**src/rtl/arrow_pkg.sv**
```systemverilog
// Shared slot type, scheduler state encoding and 720p timing constants
// for the arrow lane scheduler.
package arrow_pkg;

  localparam int H_ACTIVE = 1280;
  localparam int V_ACTIVE = 720;
  localparam int V_TOTAL  = 750;

  typedef struct packed {
    logic       valid;
    logic [9:0] y;
  } slot_t;

  typedef enum logic [1:0] {
    IDLE,
    UPDATE,
    HIT
  } sched_state_t;

endpackage

```
**src/rtl/arrow_min_finder.sv**
```systemverilog
// Combinational search for the valid slot with the smallest y; ties resolve
// to the lowest slot index because only a strictly smaller y replaces the pick.
module arrow_min_finder
  import arrow_pkg::*;
#(
  parameter int NUM_SLOTS = 4,
  parameter int IDX_W     = $clog2(NUM_SLOTS)
) (
  input  slot_t            slots_i [NUM_SLOTS],
  output logic [IDX_W-1:0] minIdx_o,
  output logic             found_o
);

  logic [9:0] minY;

  always_comb begin
    minIdx_o = '0;
    found_o  = 1'b0;
    minY     = '1;
    for (int i = 0; i < NUM_SLOTS; i++) begin
      if (slots_i[i].valid && (!found_o || (slots_i[i].y < minY))) begin
        found_o  = 1'b1;
        minIdx_o = IDX_W'(i);
        minY     = slots_i[i].y;
      end
    end
  end

endmodule

```
**src/rtl/arrow_lane_scheduler.sv**
```systemverilog
// One lane of scrolling arrows: spawn handshake, per-frame scroll during
// vblank, hit/miss retirement and per-scanline selection of the shared sprite.
module arrow_lane_scheduler #(
  parameter int NUM_SLOTS  = 4,
  parameter int LANE_X     = 200,
  parameter int SPRITE_H   = 100,
  parameter int SPAWN_Y    = 720,
  parameter int SPEED      = 4,
  parameter int HIT_WINDOW = 120,
  parameter int H_ACTIVE   = arrow_pkg::H_ACTIVE,
  parameter int V_ACTIVE   = arrow_pkg::V_ACTIVE,
  parameter int PARK_Y     = 1023,
  parameter int IDX_W      = $clog2(NUM_SLOTS),
  parameter int CNT_W      = $clog2(NUM_SLOTS) + 1
) (
  input  logic             pixel_clk_in,
  input  logic             rst_in,
  input  logic [10:0]      hcount_in,
  input  logic [9:0]       vcount_in,
  input  logic             spawn_valid_in,
  output logic             spawn_ready_out,
  input  logic             hit_in,
  output logic [10:0]      x_out,
  output logic [9:0]       y_out,
  output logic             hit_ok_out,
  output logic             hit_bad_out,
  output logic             miss_out,
  output logic [CNT_W-1:0] active_count_out
);

  import arrow_pkg::slot_t;
  import arrow_pkg::sched_state_t;
  import arrow_pkg::IDLE;
  import arrow_pkg::UPDATE;
  import arrow_pkg::HIT;
  import arrow_pkg::V_TOTAL;

  localparam logic [9:0]       SPEED_Y   = 10'(SPEED);
  localparam logic [9:0]       SPAWN_Y10 = 10'(SPAWN_Y);
  localparam logic [9:0]       SPACING_Y = 10'(SPAWN_Y - SPRITE_H);
  localparam logic [9:0]       WINDOW_Y  = 10'(HIT_WINDOW);
  localparam logic [9:0]       PARK_Y10  = 10'(PARK_Y);
  localparam logic [9:0]       VTRIG10   = 10'(V_ACTIVE);
  localparam logic [9:0]       VLAST10   = 10'(V_TOTAL - 1);
  localparam logic [10:0]      HSEL11    = 11'(H_ACTIVE);
  localparam logic [10:0]      HEIGHT11  = 11'(SPRITE_H);
  localparam logic [IDX_W-1:0] LAST_IDX  = IDX_W'(NUM_SLOTS - 1);

  slot_t              slots_q [NUM_SLOTS];
  slot_t              slots_d [NUM_SLOTS];
  sched_state_t       state_q, state_d;
  logic [IDX_W-1:0]   idx_q, idx_d;
  logic               pending_q, pending_d;
  logic [9:0]         yOut_q, yOut_d;
  logic               spawnReady_q, spawnReady_d;
  logic               hitOk_q, hitOk_d;
  logic               hitBad_q, hitBad_d;
  logic               miss_q, miss_d;
  logic [CNT_W-1:0]   count_q, count_d;

  logic               frameTrig;
  logic               spawnAccept;
  logic               freeFound;
  logic [IDX_W-1:0]   freeIdx;
  logic               freeNext;
  logic               spacingOk;
  logic [IDX_W-1:0]   minIdx;
  logic               minFound;
  logic [10:0]        nextLine;
  logic               selFound;
  logic [9:0]         selY;

  assign frameTrig   = (hcount_in == 11'd0) && (vcount_in == VTRIG10);
  assign spawnAccept = spawn_valid_in && spawnReady_q;

  arrow_min_finder #(
    .NUM_SLOTS(NUM_SLOTS),
    .IDX_W    (IDX_W)
  ) minFinder (
    .slots_i (slots_q),
    .minIdx_o(minIdx),
    .found_o (minFound)
  );

  // Slot bookkeeping and FSM next state. Spawn is only accepted while ready,
  // which is never asserted outside IDLE, so it cannot collide with UPDATE/HIT.
  always_comb begin
    slots_d   = slots_q;
    state_d   = state_q;
    idx_d     = idx_q;
    pending_d = pending_q | hit_in;
    hitOk_d   = 1'b0;
    hitBad_d  = 1'b0;
    miss_d    = 1'b0;
    freeFound = 1'b0;
    freeIdx   = '0;

    for (int i = 0; i < NUM_SLOTS; i++) begin
      if (!slots_q[i].valid && !freeFound) begin
        freeFound = 1'b1;
        freeIdx   = IDX_W'(i);
      end
    end

    if (spawnAccept && freeFound) begin
      slots_d[freeIdx].valid = 1'b1;
      slots_d[freeIdx].y     = SPAWN_Y10;
    end

    case (state_q)
      IDLE: begin
        if (frameTrig) begin
          state_d = UPDATE;
          idx_d   = '0;
        end else if (pending_q) begin
          state_d = HIT;
        end
      end
      UPDATE: begin
        if (slots_q[idx_q].valid) begin
          if (slots_q[idx_q].y < SPEED_Y) begin
            slots_d[idx_q].valid = 1'b0;
            miss_d               = 1'b1;
          end else begin
            slots_d[idx_q].y = slots_q[idx_q].y - SPEED_Y;
          end
        end
        if (idx_q == LAST_IDX) begin
          state_d = IDLE;
        end else begin
          idx_d = idx_q + 1'b1;
        end
      end
      HIT: begin
        if (minFound && (slots_q[minIdx].y < WINDOW_Y)) begin
          slots_d[minIdx].valid = 1'b0;
          hitOk_d               = 1'b1;
        end else begin
          hitBad_d = 1'b1;
        end
        pending_d = 1'b0;
        state_d   = IDLE;
      end
      default: state_d = IDLE;
    endcase

    // Ready and count look at next-cycle slots so they never lag an accept.
    freeNext  = 1'b0;
    spacingOk = 1'b1;
    count_d   = '0;
    for (int i = 0; i < NUM_SLOTS; i++) begin
      if (!slots_d[i].valid) freeNext = 1'b1;
      if (slots_d[i].valid && (slots_d[i].y > SPACING_Y)) spacingOk = 1'b0;
      count_d = count_d + CNT_W'(slots_d[i].valid);
    end
    spawnReady_d = (state_d == IDLE) && freeNext && spacingOk;
  end

  // Per-line pick of the arrow covering the next line, widened to 11 bits.
  always_comb begin
    nextLine = (vcount_in == VLAST10) ? 11'd0 : ({1'b0, vcount_in} + 11'd1);
    selFound = 1'b0;
    selY     = PARK_Y10;
    for (int i = 0; i < NUM_SLOTS; i++) begin
      if (!selFound && slots_q[i].valid &&
          ({1'b0, slots_q[i].y} <= nextLine) &&
          (nextLine < ({1'b0, slots_q[i].y} + HEIGHT11))) begin
        selFound = 1'b1;
        selY     = slots_q[i].y;
      end
    end
    yOut_d = (hcount_in == HSEL11) ? selY : yOut_q;
  end

  always_ff @(posedge pixel_clk_in or posedge rst_in) begin
    if (rst_in) begin
      for (int i = 0; i < NUM_SLOTS; i++) begin
        slots_q[i] <= '{valid: 1'b0, y: 10'd0};
      end
      state_q      <= IDLE;
      idx_q        <= '0;
      pending_q    <= 1'b0;
      yOut_q       <= PARK_Y10;
      spawnReady_q <= 1'b0;
      hitOk_q      <= 1'b0;
      hitBad_q     <= 1'b0;
      miss_q       <= 1'b0;
      count_q      <= '0;
    end else begin
      slots_q      <= slots_d;
      state_q      <= state_d;
      idx_q        <= idx_d;
      pending_q    <= pending_d;
      yOut_q       <= yOut_d;
      spawnReady_q <= spawnReady_d;
      hitOk_q      <= hitOk_d;
      hitBad_q     <= hitBad_d;
      miss_q       <= miss_d;
      count_q      <= count_d;
    end
  end

  assign x_out            = 11'(LANE_X);
  assign y_out            = yOut_q;
  assign spawn_ready_out  = spawnReady_q;
  assign hit_ok_out       = hitOk_q;
  assign hit_bad_out      = hitBad_q;
  assign miss_out         = miss_q;
  assign active_count_out = count_q;

endmodule

```
**config.mk**
```make
export PLATFORM = sky130hd
export DESIGN_NAME = arrow_lane_scheduler
export DESIGN_NICKNAME = d
export VERILOG_FILES = /design/src/rtl/arrow_pkg.sv /design/src/rtl/arrow_min_finder.sv /design/src/rtl/arrow_lane_scheduler.sv
export SDC_FILE = /design/constraint.sdc
export NUM_CORES = 1
export LEC_CHECK = 0
export ABC_AREA = 0
export BUFFER_PORTS_ARGS = -buffer_cell sky130_fd_sc_hd__buf_4
export CORE_UTILIZATION = 45
export CTS_CLUSTER_DIAMETER = 30
export DETAILED_ROUTE_END_ITERATION = 8
export SYNTH_ARGS = -nofsm -noshare
export SYNTH_HDL_FRONTEND = slang
export SYNTH_SLANG_ARGS = --single-unit
```
**constraint.sdc**
```tcl
create_clock -name pixel_clk_in -period 7.76 [get_ports pixel_clk_in]
set_input_delay 0.776 -clock pixel_clk_in [delete_from_list [all_inputs] [get_ports pixel_clk_in]]
set_output_delay 0.776 -clock pixel_clk_in [all_outputs]
set_load 0.01 [all_outputs]
```
==> key figures <==
Detailed routing
  – WL/cell: 23.1 microns
  – Via-to-Cell Ratio: 6.33
  – ANT nets after route: 0
  – Drt total wl: around 28 mm
  – Post-route DRC: 0
  – Iteration-0 DRC Markers: 637
  – First-pass iteration count of the detailed router: 7
  – Routed via count: roughly 7600

Clocking
  – Total CTS buffers: 9
  – Skew-Pair Late Insertion Delay: 0.35 ns
  – CTS H-tree lvls: 3
  – Clk sinks: 66
  – # hold bufs at CTS: 0
  – Post-CTS Setup Repair Bufs: 0
  – Clock-pin transition on the worst setup and hold timing paths: 0.07 ns
  – Root buffer cell: clkbuf_16
  – Clk buf depth: 2
  – CTS tree: done

Finish
  – Area growth syn-to-layout: 12.5%
  – Share of layout cells above drive strength 1: about 17%
  – Final Non-Filler Cells: 1206
  – Finished layout cell area: 0.00880 sq mm
  – # fillers: 1622
  – Final Net Count: 1134
  – Antenna Cells: 0
  – Core Util, Final: between 50% and 60%

Power
  – Power, Total: ~2.4 mW
  – Leak Pwr: about 3.9 nW
  – PwrDens: 274 mW/mm^2
  – Max VDD drop: 0.156 mV

Setup path
  – Max FO, Critical Path: 19
  – Startpoint Class: register
  – Worst path arrival time: between 7 and 8 ns
  – Max stage delay on crit path: 0.48 ns
  – RR Startpoint: slots_q[43]
  – CP most frequent cell: ha_1
  – CP startpoint: slots_q[43]
  – WP data required: 7.99 ns
  – Worst path slowest cell: fa_1
  – CP endpoint kind: register
  – CP Class: register to register
  – R2r setup slk: ~0.5 ns

Hold path
  – Hold Crit Start: y_out[2]
  – Hold Path Class: register to register

Timing
  – Hold slack: 0.515 ns
  – Fmax achieved: 138 MHz
  – Final Hold Vio Count: 0
  – Setup TNS: 0 ns
  – Pins Over Slew Limit: 0
  – Worst Max-Slew Pin Slew: approximately 0.99 ns
  – Final Critical Period: 7.25 ns
  – Max_slew headroom: 33.7%
  – Skew final: 0.0173 ns
  – Tcrit/Tclk final: 93.4%
  – Setup ws final: between 0.5 and 0.6 ns
  – RSZ-0062 raised after global routing: false
  – Final setup violation count: 0

Global route
  – First-pass GRT wire length: 42.9 mm
  – Vias in the first global route: 7419
  – Largest net degree at the start of global routing: 67
  – Initial antenna violation count: 0
  – GRT Total Usage: 32.2%
  – Grt ovf: 0

Synth
  – Count of cell types in the netlist: 83
  – Synth top area cells: ha_1 (20%), dfrtp_1 (18%), inv_1 (3.6%)
  – Post-Syn Area: 0.00783 sq mm
  – Post-Syn Area per Cell: 8.41 sq um
  – Most numerous cell in the Yosys netlist: ha_1
  – Seq/Total Area, Yosys: 21.3%
  – Seq cells post-synth: 66
  – Number of synthesized flops with an enable pin: 0
  – Prevailing post-synth register cell: dfrtp_1
  – Top cells by count, synth: ha_1 (127), inv_1 (76), nand2_1 (74), nor2_1 (69), dfrtp_1 (56)
  – Asr flop ratio synth: 100%
  – Area leader, netlist: ha_1
  – Cells after Synth: 931
  – Yosys warns: 0
  – Area fraction of the dominant cell type after synthesis: 20.3%

Die
  – Chip Width: 134 microns
  – Core footprint: 0.0168 sq mm
  – IO Pins: 53
  – Initial Utilization: 46.7%
  – Die footprint: 0.0179 sq mm
  – DIE HEIGHT: 134 microns
  – Rows: 47

Place
  – Final RePlAce weighted congestion: 0.928
  – Port Buffers: 41
  – Area post-placement: 0.00848 sq mm
  – Placed insts: ~1200
  – Half-perimeter wire length after placement: 21.6 mm
  – Dpl ws: 0.0151 ns

Flow run
  – Max cap viols: 0

Status
  – Status: finished clean
cells in the final DEF, fill, tap and decap left out, types with 4 or more instances in the layout:
| cell type | instances |
|---|---|
| ha_1 | 127 |
| buf_4 | 80 |
| inv_1 | 74 |
| nand2_1 | 73 |
| nor2_1 | 69 |
| dfrtp_1 | 56 |
| o21ai_0 | 45 |
| nand3_1 | 31 |
| a211oi_1 | 30 |
| xnor2_1 | 30 |
| nand4_1 | 29 |
| a21oi_1 | 28 |
| o21a_1 | 24 |
| o22ai_1 | 22 |
| a21o_1 | 17 |
| nor2b_1 | 13 |
| or2_2 | 13 |
| nor3_1 | 12 |
| a31oi_1 | 12 |
| a311oi_1 | 12 |
| nand2b_1 | 11 |
| mux4_2 | 11 |
| conb_1 | 11 |
| dfstp_2 | 10 |
| xor2_1 | 9 |
| mux2_2 | 9 |
| clkbuf_16 | 9 |
| and3_1 | 7 |
| and2_1 | 7 |
| o211ai_1 | 6 |
| nor4_1 | 6 |
| o21bai_1 | 4 |
| o2111ai_1 | 4 |
| a31o_2 | 4 |
| o31ai_1 | 4 |
repair_timing:
| action | 4_1_cts | 5_1_grt |
|---|---|---|
| hold endpoints to repair | 0 | 0 |
| setup endpoints to repair | 1 | 4 |
| gates resized for setup | 1 | 9 |
report_power, final:
group	total, mW	switching [mW]	internal, mW
clock network	0.418	0.169	0.249
registers	0.476	0.0735	0.402
logic	1.52	0.939	0.577
final timing paths:
kind | endpoint | depth (start not counted)
worst max-delay path | active_count_out[1] | 30
worst min-delay path | y_out[2] | 2
worst max register to register | active_count_out[1] | 30
worst min register to register | y_out[2] | 2
max in group asynchronous | hit_bad_out | 3
min in group asynchronous | slots_q[12] | 3
logic make-up after synthesis:
kind of cell | count (synthesis) | share of synthesized area (%)
buffers and inverters | 126 | 6.95
flip-flops | 66 | 21.3
other | 2 | 0.0959
AO/OA/AOI/OAI | 259 | 23.4
AND/OR/NAND/NOR | 290 | 18.8
XOR/XNOR | 39 | 4.36
multiplexers | 21 | 4.59
adder cells (fa/ha/maj) | 128 | 20.6
critical path, delay by kind of cell, from the launching register on:
kind	cells	cell delay (ns)
multiplexers	1	0.35
adder cells (fa/ha/maj)	6	1.84
AO/OA/AOI/OAI	16	3.64
buffers and inverters	3	0.46
flip-flops	1	0.39
AND/OR/NAND/NOR	4	0.43
per-layer routing:
metal / share of wire (%) / global-route usage [%] / vias up
li1: - / - / 3529
met1: 41 / 40.8 / 3631
met2: 45 / 50.6 / 355
met3: 7.1 / 4.91 / 122
met4: 7.0 / 22.2 / 0
met5: 0 / 0 / -
flip-flops by register name, summed over array words and instances (netlist names):
| name | flops |
|---|---|
| active_count_out | 3 |
| state_q | 2 |
| y_out | 10 |
| spawn_ready_out | 1 |
| miss_out | 1 |
| pending_q | 1 |
| idx_q | 2 |
| hit_ok_out | 1 |
| hit_bad_out | 1 |
| slots_q | 44 |
cell type report:
type / instances / area (sq um) / share of cell area [%]
Sequential cell: 66 / 1660 / 18.9
Clock inverter: 6 / 67.6 / 0.767
Timing Repair Buffer: 80 / 601 / 6.82
Inverter: 76 / 285 / 3.24
Multi-Input combinational cell: 748 / 5680 / 64.5
Clock buffer: 10 / 229 / 2.60
Tap cell: 220 / 275 / 3.13
Note: power is estimated with default switching activity, not from simulation.
